===== src/rtl/nbody_pair_sched.sv =====
// nbody_pair_sched: walks every ordered body pair (i,j), i!=j, into the getAccl pipeline
// and carries {valid, i, first, last} tags alongside it for the accumulator.
module nbody_pair_sched #(
    parameter int BODIES   = 512,
    parameter int IDX_W    = $clog2(BODIES),
    parameter int RD_LAT   = 1,
    parameter int ACCL_LAT = 58
) (
    input  logic             clk,
    input  logic             rst,
    input  logic             start,
    input  logic             abort,
    input  logic [IDX_W:0]   num_bodies,
    input  logic             issue_ready,
    output logic [IDX_W-1:0] rd_i,
    output logic [IDX_W-1:0] rd_j,
    output logic             rd_valid,
    output logic             accl_valid,
    output logic             out_valid,
    output logic [IDX_W-1:0] out_i,
    output logic             out_first,
    output logic             out_last,
    output logic             busy,
    output logic             done
);
    localparam int D = RD_LAT + ACCL_LAT;
    localparam logic [IDX_W:0] N_MAX = (IDX_W+1)'(BODIES);
    localparam logic [IDX_W:0] ONE = (IDX_W+1)'(1);
    localparam logic [IDX_W:0] TWO = (IDX_W+1)'(2);

    typedef enum logic [1:0] {IDLE, ISSUE, DRAIN} state_t;

    state_t                  state_q, state_d;
    logic [IDX_W:0]          n_q, n_d, n_start, last_j, i_w, j_w, j_inc;
    logic [IDX_W-1:0]        i_q, i_d, j_q, j_d;
    logic                    first, last, empty;
    logic [D-1:0]            v_q, v_d, f_q, f_d, l_q, l_d;
    logic [D-1:0][IDX_W-1:0] t_q, t_d;

    always_comb begin
        n_start  = (num_bodies > N_MAX) ? N_MAX : num_bodies;
        i_w      = {1'b0, i_q};
        j_w      = {1'b0, j_q};
        last_j   = (i_w == n_q - ONE) ? n_q - TWO : n_q - ONE;
        first    = (i_q == '0) ? (j_q == IDX_W'(1)) : (j_q == '0);
        last     = (j_w == last_j);
        j_inc    = j_w + ONE;
        empty    = ~|v_q;
        rd_valid = (state_q == ISSUE) && issue_ready;
        done     = (state_q == DRAIN) && empty && !abort;
        busy     = (state_q != IDLE) && !done;
        state_d  = state_q;
        n_d      = n_q;
        i_d      = i_q;
        j_d      = j_q;
        if (state_q == IDLE && start) begin
            n_d     = n_start;
            i_d     = '0;
            j_d     = IDX_W'(1);
            state_d = (n_start >= TWO) ? ISSUE : DRAIN;
        end else if (rd_valid && last) begin
            // next i is at least 1, so its first partner is body 0
            i_d     = i_q + 1'b1;
            j_d     = '0;
            state_d = (i_w == n_q - ONE) ? DRAIN : ISSUE;
        end else if (rd_valid) begin
            j_d = (j_inc == i_w) ? j_q + IDX_W'(2) : j_inc[IDX_W-1:0];
        end else if (state_q == DRAIN && empty) begin
            state_d = IDLE;
        end
        if (abort) state_d = IDLE;
        v_d = abort ? '0 : {v_q[D-2:0], rd_valid};
        t_d = {t_q[D-2:0], i_q};
        f_d = {f_q[D-2:0], first};
        l_d = {l_q[D-2:0], last};
    end

    always_ff @(posedge clk or negedge rst) begin
        if (!rst) begin
            state_q <= IDLE;
            n_q     <= '0;
            i_q     <= '0;
            j_q     <= '0;
            v_q     <= '0;
            t_q     <= '0;
            f_q     <= '0;
            l_q     <= '0;
        end else begin
            state_q <= state_d;
            n_q     <= n_d;
            i_q     <= i_d;
            j_q     <= j_d;
            v_q     <= v_d;
            t_q     <= t_d;
            f_q     <= f_d;
            l_q     <= l_d;
        end
    end

    assign rd_i       = i_q;
    assign rd_j       = j_q;
    assign accl_valid = v_q[RD_LAT-1];
    assign out_valid  = v_q[D-1];
    assign out_i      = t_q[D-1];
    assign out_first  = f_q[D-1];
    assign out_last   = l_q[D-1];
endmodule


===== config.mk =====
export PLATFORM = sky130hd
export DESIGN_NAME = nbody_pair_sched
export DESIGN_NICKNAME = d
export VERILOG_FILES = /design/src/rtl/nbody_pair_sched.sv
export SDC_FILE = /design/constraint.sdc
export NUM_CORES = 1
export LEC_CHECK = 0
export CAP_MARGIN = 20
export CORE_ASPECT_RATIO = 1.1
export CORE_MARGIN = 2
export CORE_UTILIZATION = 39
export DETAILED_ROUTE_END_ITERATION = 8
export GPL_ROUTABILITY_DRIVEN = 0
export PLACE_DENSITY_LB_ADDON = 0.08
export SLEW_MARGIN = 20
export SYNTH_ARGS = -nofsm -noshare
export SYNTH_HDL_FRONTEND = slang
export SYNTH_SLANG_ARGS = --single-unit
export TNS_END_PERCENT = 50

===== constraint.sdc =====
create_clock -name clk -period 4 [get_ports clk]
set_input_delay 0.8 -clock clk [delete_from_list [all_inputs] [get_ports clk]]
set_output_delay 0.8 -clock clk [all_outputs]
set_load 0.01 [all_outputs]

== Word-level counts from Yosys, hierarchy flattened ==
Cells that the tools add are included.

* Register bits: 738
* Output and inout port bits: 34
* Word-level logic and storage cells: 115

* Add/sub/neg operators: 5
* Muxes and demuxes: 17
* Eq/ne operators: 7
* Order comparisons: 2
* Reduce and logical (&&, ||, !) cells: 18

{| class="wikitable"
|+ Operators with widths
! cell !! number
|-
| two-way mux 59 bit || 1
|-
| OR reduction 59 bit || 1
|-
| two-way mux 9 bit || 6
|-
| == test 9 x 10 -> 1 bit || 2
|-
| two-way mux 10 bit || 2
|-
| zero test 9 bit || 2
|-
| two-way mux 2 bit || 7
|-
| adder 9 x 1 -> 10 bit (second input constant) || 1
|-
| == test 10 x 9 -> 1 bit || 1
|-
| greater-or-equal comparator 10 x 2 -> 1 bit (second input constant) || 1
|-
| greater-than comparator 10 bit (second input constant) || 1
|-
| subtractor 10 x 1 -> 10 bit (second input constant) || 1
|-
| subtractor 10 x 2 -> 10 bit (second input constant) || 1
|-
| adder 9 x 1 -> 9 bit (second input constant) || 1
|-
| adder 9 x 2 -> 9 bit (second input constant) || 1
|-
| == test 9 x 1 -> 1 bit (second input constant) || 1
|-
| logical AND 1 bit || 6
|-
| inequality test 4 x 2 -> 1 bit (second input constant) || 1
|-
| nonzero test 2 bit || 2
|-
| nonzero test 4 bit || 1
|-
| zero test 1 bit || 3
|-
| nonzero test 3 bit || 1
|-
| == test 2 x 1 -> 1 bit (second input constant) || 1
|-
| == test 2 bit (second input constant) || 1
|-
| 3 further kinds || 3
|}

== Longest topological paths before layout ==
Gate-level depths: netlist of run 1.

* Depth in word-level cells: 8
* Gate-level depth with buffers: 14
* Gate-level depth less buffers: 12

== Worst setup path after synthesis of run 1 ==
OpenSTA, ideal clock, no wires.

* Kind: register -> register
* Start point: register n_q[0]
* End point: register state_q[1]
* Buffers on the path: 1
* Path slack: 504 ps
* Data required time: 3875 ps
* Stages on the path, launching flop included: 13
* Arrival time: 3372 ps
* Cell sequence: dfrtp_1 -> inv_1 -> ha_1 -> xor2_1 -> o21ai_0 -> a2111oi_4 -> and4_4 -> a21oi_2 -> or4b_4 -> a2111o_1 -> buf_6 -> o21ai_2 -> mux2_2

* Cells in the longest elaborated chain, start to end: 8

{| class="wikitable"
|+ RTL lines
! what !! RTL line !! RTL
|-
| start, declared || 34 || <nowiki>logic [IDX_W:0] n_q, n_d, n_start, last_j, i_w, j_w, j_inc;</nowiki>
|-
| start signal, assigned || 90 || <nowiki>n_q <= n_d;</nowiki>
|-
| subtractor 10 x 1 -> 10 bit || 44, 65 ||
|-
| == test 9 x 10 -> 1 bit || 44, 65 ||
|-
| two-way mux 10 bit || 44 || <nowiki>last_j = (i_w == n_q - ONE) ? n_q - TWO : n_q - ONE;</nowiki>
|-
| == test 9 x 10 -> 1 bit || 46 || <nowiki>last = (j_w == last_j);</nowiki>
|-
| logical AND 1 bit || 61 || <nowiki>end else if (rd_valid && last) begin</nowiki>
|-
| two-way mux 2 bit || 61 ||
|-
| two-way mux 2 bit || 56 || <nowiki>if (state_q == IDLE && start) begin</nowiki>
|-
| two-way mux 2 bit || 71 || <nowiki>if (abort) state_d = IDLE;</nowiki>
|-
| end signal, assigned || 89 || <nowiki>state_q <= state_d;</nowiki>
|-
| end, declared || 33 || <nowiki>state_t state_q, state_d;</nowiki>
|}

Several ways; a longest one is shown, not always the timed one.
A chain may end at the register's enable or synchronous reset.

== Worst setup path in the final report of run 1 ==
* Start point: register n_q[2]
* End point: register i_q[7] (netlist: rd_i[7])

* Cells in the longest elaborated chain, start to end: 6

{| class="wikitable"
|+ RTL lines
! what !! RTL line !! RTL
|-
| subtractor 10 x 1 -> 10 bit || 44 ||
|-
| == test 9 x 10 -> 1 bit || 44 ||
|-
| two-way mux 10 bit * || 44 ||
|-
| == test 9 x 10 -> 1 bit * || 46 ||
|-
| logical AND 1 bit * || 61 ||
|-
| nonzero test 2 bit (no line) * || - ||
|-
| end signal, assigned || 91 || <nowiki>i_q <= i_d;</nowiki>
|-
| end, declared || 35 || <nowiki>logic [IDX_W-1:0] i_q, i_d, j_q, j_d;</nowiki>
|}

Every way passes the cells marked *; elsewhere a longest branch is shown, timed or not.

==> impl_metrics.toml, run 1 <==
[synth]
ys_ff_latch = 738
yosys_warnings = 0
synth_ff_type = "dfrtp_1"
muxShareOfSynthArea = 0.00591
synth-compound-area-share = 0.0265
netlist_instances = 1162
synth_simple_gate_area_share = 0.0647
syn_area_mm2 = 0.0212
synth_fa_ha_area_frac = 0.00473
synth_top_family_by_area = "simple AND/OR/NAND/NOR gates"
synth_edf_count = 0
yosysUniqueCellTypes = 61
async_flop_share = 1.00
synth_fp_nets = 1185
syn_avg_cell_area_um2 = 18.2
synth-xor-area-share = 0.0123
seq_area_frac_synth = 0.873

[critical_path]
worstReg2RegStart = "n_q[2]$_DFFE_PN0P_"
critPathSlowestCell = "a2111o_1"
arrival_ps = 4220
crit_type = "flop to flop"
path_max_fanout = 8
cp_num_buf_inv = 2
critPathMostFrequentCell = "mux2i_1"
critPathMaxStageDelay_ps = 490
critical_path_depth = 13
cp_top_family = "multiplexers"
start_kind = "flop"
crit_required_ps = 4510
path_cells = "inv_1, ha_2, nor4b_4, mux2_2, a22oi_2, a21boi_2, nand2_2, mux2i_1, mux2i_1, a2111o_1, buf_4, nor4_4, mux2i_1"
r2r_cells = 13
crit_path_start = "n_q[2]$_DFFE_PN0P_"
endpoint_kind = "flop"

[die]
initial_core_util = 0.394
dieArea_mm2 = 0.0561
coreArea_mm2 = 0.0537
die_y_um = 248
ios = 49
die_w_um = 226
rows = 89

[cts]
h-tree-depth = 3
clk-insertion-delay-late_ps = 590
numCtsBuffers = 74
cts_sinks = 738
cts_root_buf = "clkbuf_16"
clk_pin_slew_ps = 60
tritoncts = "done"
clk_path_buf_depth = 3
postCtsHoldBufs = 0

[timing]
worst-slew-pin-transition_ps = 710
hold_viol = 0
drv_slew = 0
clock_skew_ps = 13.3
fin_crit_sh = 0.929
slew_headroom = 0.527
rsz0062_at_grt = "no"
final.min_clock_period_ps = 3710
setup-violations-final = 0
max_freq_ghz = 0.269
setup_slack_ps = 285
fin_tns_setup_ps = 0

[placed_design]
pre_cts_ws_ps = 165
placed_area_mm2 = 0.0227
post-dp-hpwl_mm = 17.2
numPortBuffers = 48

[final_layout]
drive_gt1_frac = 0.125
n_antenna_cell = 0
stdcell_area_mm2 = 0.0251
syn_to_final_growth_pct = 18.7
final_cell_mix = "738 x dfrtp_1, 77 x clkbuf_16, 62 x nor2b_1, 46 x nand2_1, 46 x clkdlybuf4s50_1"
num-nets-final = 1299
fillers = 4605
mostFrequentLayoutCell = "dfrtp_1"
final_core_util = 0.468

[routing]
drtAntennaViolNets = 0
via_count = 9082
detail_route.wl_per_cell_um = 15.2
drc = 0
avgViaCountPerCell = 4.41
drtPass1Iterations = 4
drt_iter0_drc = 627
drt_wl_total_mm = 31.4

[global_route]
grt_max_degree = 108
grt_overflow = 0
grt_pass1_vias = 9850
antenna_found_initial = 0
grt_usage = 0.122
grt_pass1_wl_mm = 53.5

[flow_run]
drv_cap = 0

[power_and_ir_drop]
irDropWorstVdd_mv = 0.367
leakagePower_nw = 12.6
p_per_area_mw_per_mm2 = 604

[outcome]
status = "completed"

[min_path]
hp-class = "input port to async pin"
-- worst reg2reg max path: stages, from the launching register on --
cell and delay (ps):
dfrtp_1 420, inv_1 130, ha_2 250, nor4b_4 320, mux2_2 390, a22oi_2 220, a21boi_2 130, nand2_2 180
mux2i_1 250, mux2i_1 180, a2111o_1 490, buf_4 200, nor4_4 260, mux2i_1 210
-- power by group --
group	internal, W	total, W	switching, W
Sequential	0.00773	0.00785	0.000119
Clock	0.00401	0.00670	0.00269
Combinational	0.000214	0.000616	0.000402
Total	0.0120	0.0152	0.00321
-- state kept, by name, indices dropped and copies added, names as in the netlist --
register and count:
f_q 59, l_q 59, n_q 10, out_i 9, rd_i 9, rd_j 9
state_q 2, t_d 522, v_q 59
-- per-stage QoR --
stage | instances | hold slack [ps] | power (W)
finish | 2059 | 196 | 0.0152
global route | 2059 | 218 | 0.0159
CTS | 2059 | 219 | 0.0155
detailed placement | 1928 | 335 | 0.00862
global placement | 1928 | 331 | 0.00860
floorplan | 1162 | 331 | 0.00827
-- synthesized netlist by cell type (all sizes together) (3+ instances only) --
master / number / area [um2]
buf: 13 / 96.3
o31ai: 4 / 30.0
nand3b: 13 / 97.6
nand2b: 8 / 50.1
clkbuf: 31 / 116
mux2i: 8 / 80.1
and4: 3 / 28.8
o21ai: 19 / 98.9
dfrtp: 738 / 18500
xor2: 7 / 61.3
a31oi: 6 / 37.5
a21oi: 12 / 63.8
and2: 4 / 25.0
a211oi: 6 / 45.0
and3: 5 / 31.3
o211ai: 3 / 22.5
nand2: 47 / 179
nand3: 13 / 65.1
nor3b: 3 / 22.5
mux2: 4 / 45.0
inv: 15 / 56.3
nor3: 9 / 45.0
nor2b: 62 / 388
nor4b: 3 / 41.3
o311ai: 3 / 26.3
a22oi: 3 / 22.5
nor4: 25 / 171
nand4: 12 / 75.1
ha: 8 / 100
nor2: 28 / 105
xnor2: 20 / 175
a211o: 3 / 26.3
-- what timing repair did --
item,in CTS,in global routing
endpoints found under the hold margin,0,0
resized for setup,0,2
setup endpoints to repair,0,9
setup buffers,0,0
-- metal layers --
metal / up-vias / share of wire / wire [um] / global-route usage
li1: 4023 / - / - / -
met1: 4789 / 0.48 / 15200 / 0.177
met2: 179 / 0.43 / 13500 / 0.170
met3: 91 / 0.047 / 1460 / 0.0348
met4: 0 / 0.038 / 1200 / 0.0561
met5: - / 0 / 0 / 0
-- cell families (layout without fill, tap and decap cells) --
group,after synthesis,count (layout)
multiplexers,12,12
XOR/XNOR,28,28
adder cells (fa/ha/maj),8,8
flip-flops,738,738
buffers and inverters,61,230
AO/OA/AOI/OAI,75,75
AND/OR/NAND/NOR,240,240
-- final cells by class --
type / count / area, um2 / share of cell area
inverter: 17 / 63.8 / 0.00254
timing repair buffer: 82 / 811 / 0.0323
sequential: 738 / 18500 / 0.735
clock inverter: 18 / 190 / 0.00757
tap: 728 / 911 / 0.0363
multi-input combinational: 363 / 2420 / 0.0965
clock buffer: 113 / 2240 / 0.0893
-- worst paths after layout --
check / slack, ps / to
max: 290 / rd_i[7]$_DFFE_PN0P_
min: 200 / t_d[517]$_DFF_PN0_
max reg2reg: 290 / rd_i[7]$_DFFE_PN0P_
min reg2reg: 340 / t_d[214]$_DFF_PN0_
max in group asynchronous: 2620 / t_d[327]$_DFF_PN0_
min in group clk: 340 / t_d[214]$_DFF_PN0_
Power figures use the tool's default switching activity.
==> inputs of run 2 (changes only) <==
--- a/config.mk
+++ b/config.mk
@@ -12,6 +12,8 @@
 export DETAILED_ROUTE_END_ITERATION = 8
 export GPL_ROUTABILITY_DRIVEN = 0
 export PLACE_DENSITY_LB_ADDON = 0.08
+export RECOVER_POWER = 50
+export SKIP_LAST_GASP = 1
 export SLEW_MARGIN = 20
 export SYNTH_ARGS = -nofsm -noshare
 export SYNTH_HDL_FRONTEND = slang
==> run 2 against run 1 <==
The flow now finishes with violations (max-capacitance violations, max-slew violations). Total power about the same. Flip-flop and latch count unchanged. Via count about the same. Cell count unchanged. Non-clock buffer count unchanged. Clock skew about the same. Sequential share of layout area increased by 0.15 points. Worst hold slack improved by 140 ps.
==> impl_metrics.toml, run 2 (same netlist as run 1, synthesis figures left out) <==
[global_route]
grt_overflow = 0
grt_pass1_vias = 9850
grt_pass1_wl_mm = 53.5
antenna_found_initial = 0
grt_usage = 0.122
grt_max_degree = 108

[timing]
drv_slew = 89
rsz0062_at_grt = "no"
setup-violations-final = 0
worst-slew-pin-transition_ps = 2270
slew_headroom = -0.510
clock_skew_ps = 13.3
fin_tns_setup_ps = 0
hold_viol = 0
fin_crit_sh = 0.932
final.min_clock_period_ps = 3730
max_freq_ghz = 0.268

[cts]
cts_sinks = 738
clk-insertion-delay-late_ps = 590
cts_setup_buffers = 0
clk_path_buf_depth = 3
postCtsHoldBufs = 0
numCtsBuffers = 74
h-tree-depth = 3
clk_pin_slew_ps = 60
tritoncts = "done"
cts_root_buf = "clkbuf_16"

[critical_path]
r2r_setup_slack_ps = 270
cp_top_family = "multiplexers"
critPathMostFrequentCell = "mux2i_1"
arrival_ps = 4230
r2r_cells = 13
start_kind = "flop"
crit_type = "flop to flop"
path_cells = "inv_1, ha_2, nor4b_4, mux2_2, a22oi_2, a21boi_2, nand2_2, mux2i_1, mux2i_1, a2111o_1, buf_4, nor4_4, mux2i_1"
reg2reg_to = "rd_i[7]$_DFFE_PN0P_"
endpoint_kind = "flop"
path_max_fanout = 8
critPathMaxStageDelay_ps = 490
crit_required_ps = 4500
worstReg2RegStart = "n_q[2]$_DFFE_PN0P_"
cp_num_buf_inv = 2
critPathSlowestCell = "a2111o_1"

[placed_design]
numPortBuffers = 48
placed_area_mm2 = 0.0227
post-dp-hpwl_mm = 17.2

[die]
rows = 89
coreArea_mm2 = 0.0537
ios = 49
die_w_um = 226
dieArea_mm2 = 0.0561
initial_core_util = 0.394
die_y_um = 248

[power_and_ir_drop]
irDropWorstVdd_mv = 0.367
p_per_area_mw_per_mm2 = 605
leakagePower_nw = 12.6

[final_layout]
num-nets-final = 1299
largest_reg_flops = 522
multiInputGateArea_mm2 = 0.00242
drive_gt1_frac = 0.120
final_cell_mix = "738 x dfrtp_1, 77 x clkbuf_16, 62 x nor2b_1, 46 x nand2_1, 46 x clkdlybuf4s50_1"
fillers = 4609
n_antenna_cell = 0
mostFrequentLayoutCell = "dfrtp_1"
stdcell_area_mm2 = 0.0251
layout.area.seq_mm2 = 0.0185
syn_to_final_growth_pct = 18.4

[min_path]
hp-class = "flop to flop"
hold_path_depth = 0
min_to = "t_d[214]$_DFF_PN0_"
min_from = "t_d[205]$_DFF_PN0_"

[routing]
detail_route.wl_per_cell_um = 15.2
drtAntennaViolNets = 0
drt_iter0_drc = 696
drtPass1Iterations = 4
via_count = 9083
avgViaCountPerCell = 4.41
drt_wl_total_mm = 31.4
drc = 0

[outcome]
status = "finished, violations left"
violations = "max-capacitance violations, max-slew violations"

[flow_run]
drv_cap = 1
==> run 2: changes by cell type in the layout (fill, tap and decap cells not counted), sizes merged <==
cell / delta
buf: -9
clkbuf: +9
==> run 2: power by group <==
| group | total (W) | switching [W] | internal [W] |
|---|---|---|---|
| Combinational | 0.000614 | 0.000402 | 0.000213 |
| Sequential | 0.00785 | 0.000118 | 0.00773 |
| Clock | 0.00670 | 0.00269 | 0.00401 |
==> run 2: through the flow <==
| stage | total power [W] | std cells | hold WS, ps | setup WS [ps] | utilization |
|---|---|---|---|---|---|
| final | 0.0152 | 2059 | 336 | 272 | 0.467 |
| after CTS | 0.0155 | 2059 | 219 | 143 | 0.468 |
| after global placement | 0.00860 | 1928 | 331 | 312 | 0.422 |
| after detailed placement | 0.00862 | 1928 | 335 | 165 | 0.422 |
| after floorplan | 0.00827 | 1162 | 331 | 504 | - |
| after global routing | 0.0159 | 2059 | 339 | 36.5 | 0.467 |
==> run 2: timing repair <==
item	CTS	global route
endpoints found under the setup margin	0	9
hold endpoints to repair	0	0
gates resized for setup	0	2
==> run 2: cell type report <==
cell class	count	area share
Sequential cell	738	0.737
Timing Repair Buffer	82	0.0303
Multi-Input combinational cell	363	0.0967
Tap cell	728	0.0364
Clock inverter	18	0.00759
Clock buffer	113	0.0895
Inverter	17	0.00255
==> run 2: worst max path at each step <==
stage | start | to | slack, ps | depth (start not counted)
after floorplan | n_q[0]$_DFFE_PN0P_ | state_q[1]$_DFFE_PN0P_ | 500 | 12
after global placement | n_q[2]$_DFFE_PN0P_ | rd_i[7]$_DFFE_PN0P_ | 310 | 13
final | n_q[2]$_DFFE_PN0P_ | rd_i[7]$_DFFE_PN0P_ | 270 | 13
after detailed placement | n_q[2]$_DFFE_PN0P_ | rd_i[7]$_DFFE_PN0P_ | 160 | 13
after CTS | n_q[2]$_DFFE_PN0P_ | rd_i[7]$_DFFE_PN0P_ | 140 | 13
after global routing | n_q[1]$_DFFE_PN0P_ | rd_i[7]$_DFFE_PN0P_ | 40 | 14
==> run 2: metal layers <==
layer  GRT usage  up-vias  part of all wire
met5           0        -                 0
met4      0.0561        0             0.039
met3      0.0348       93             0.048
met2       0.170      186              0.43
met1       0.177     4777              0.48
li1            -     4027                 -
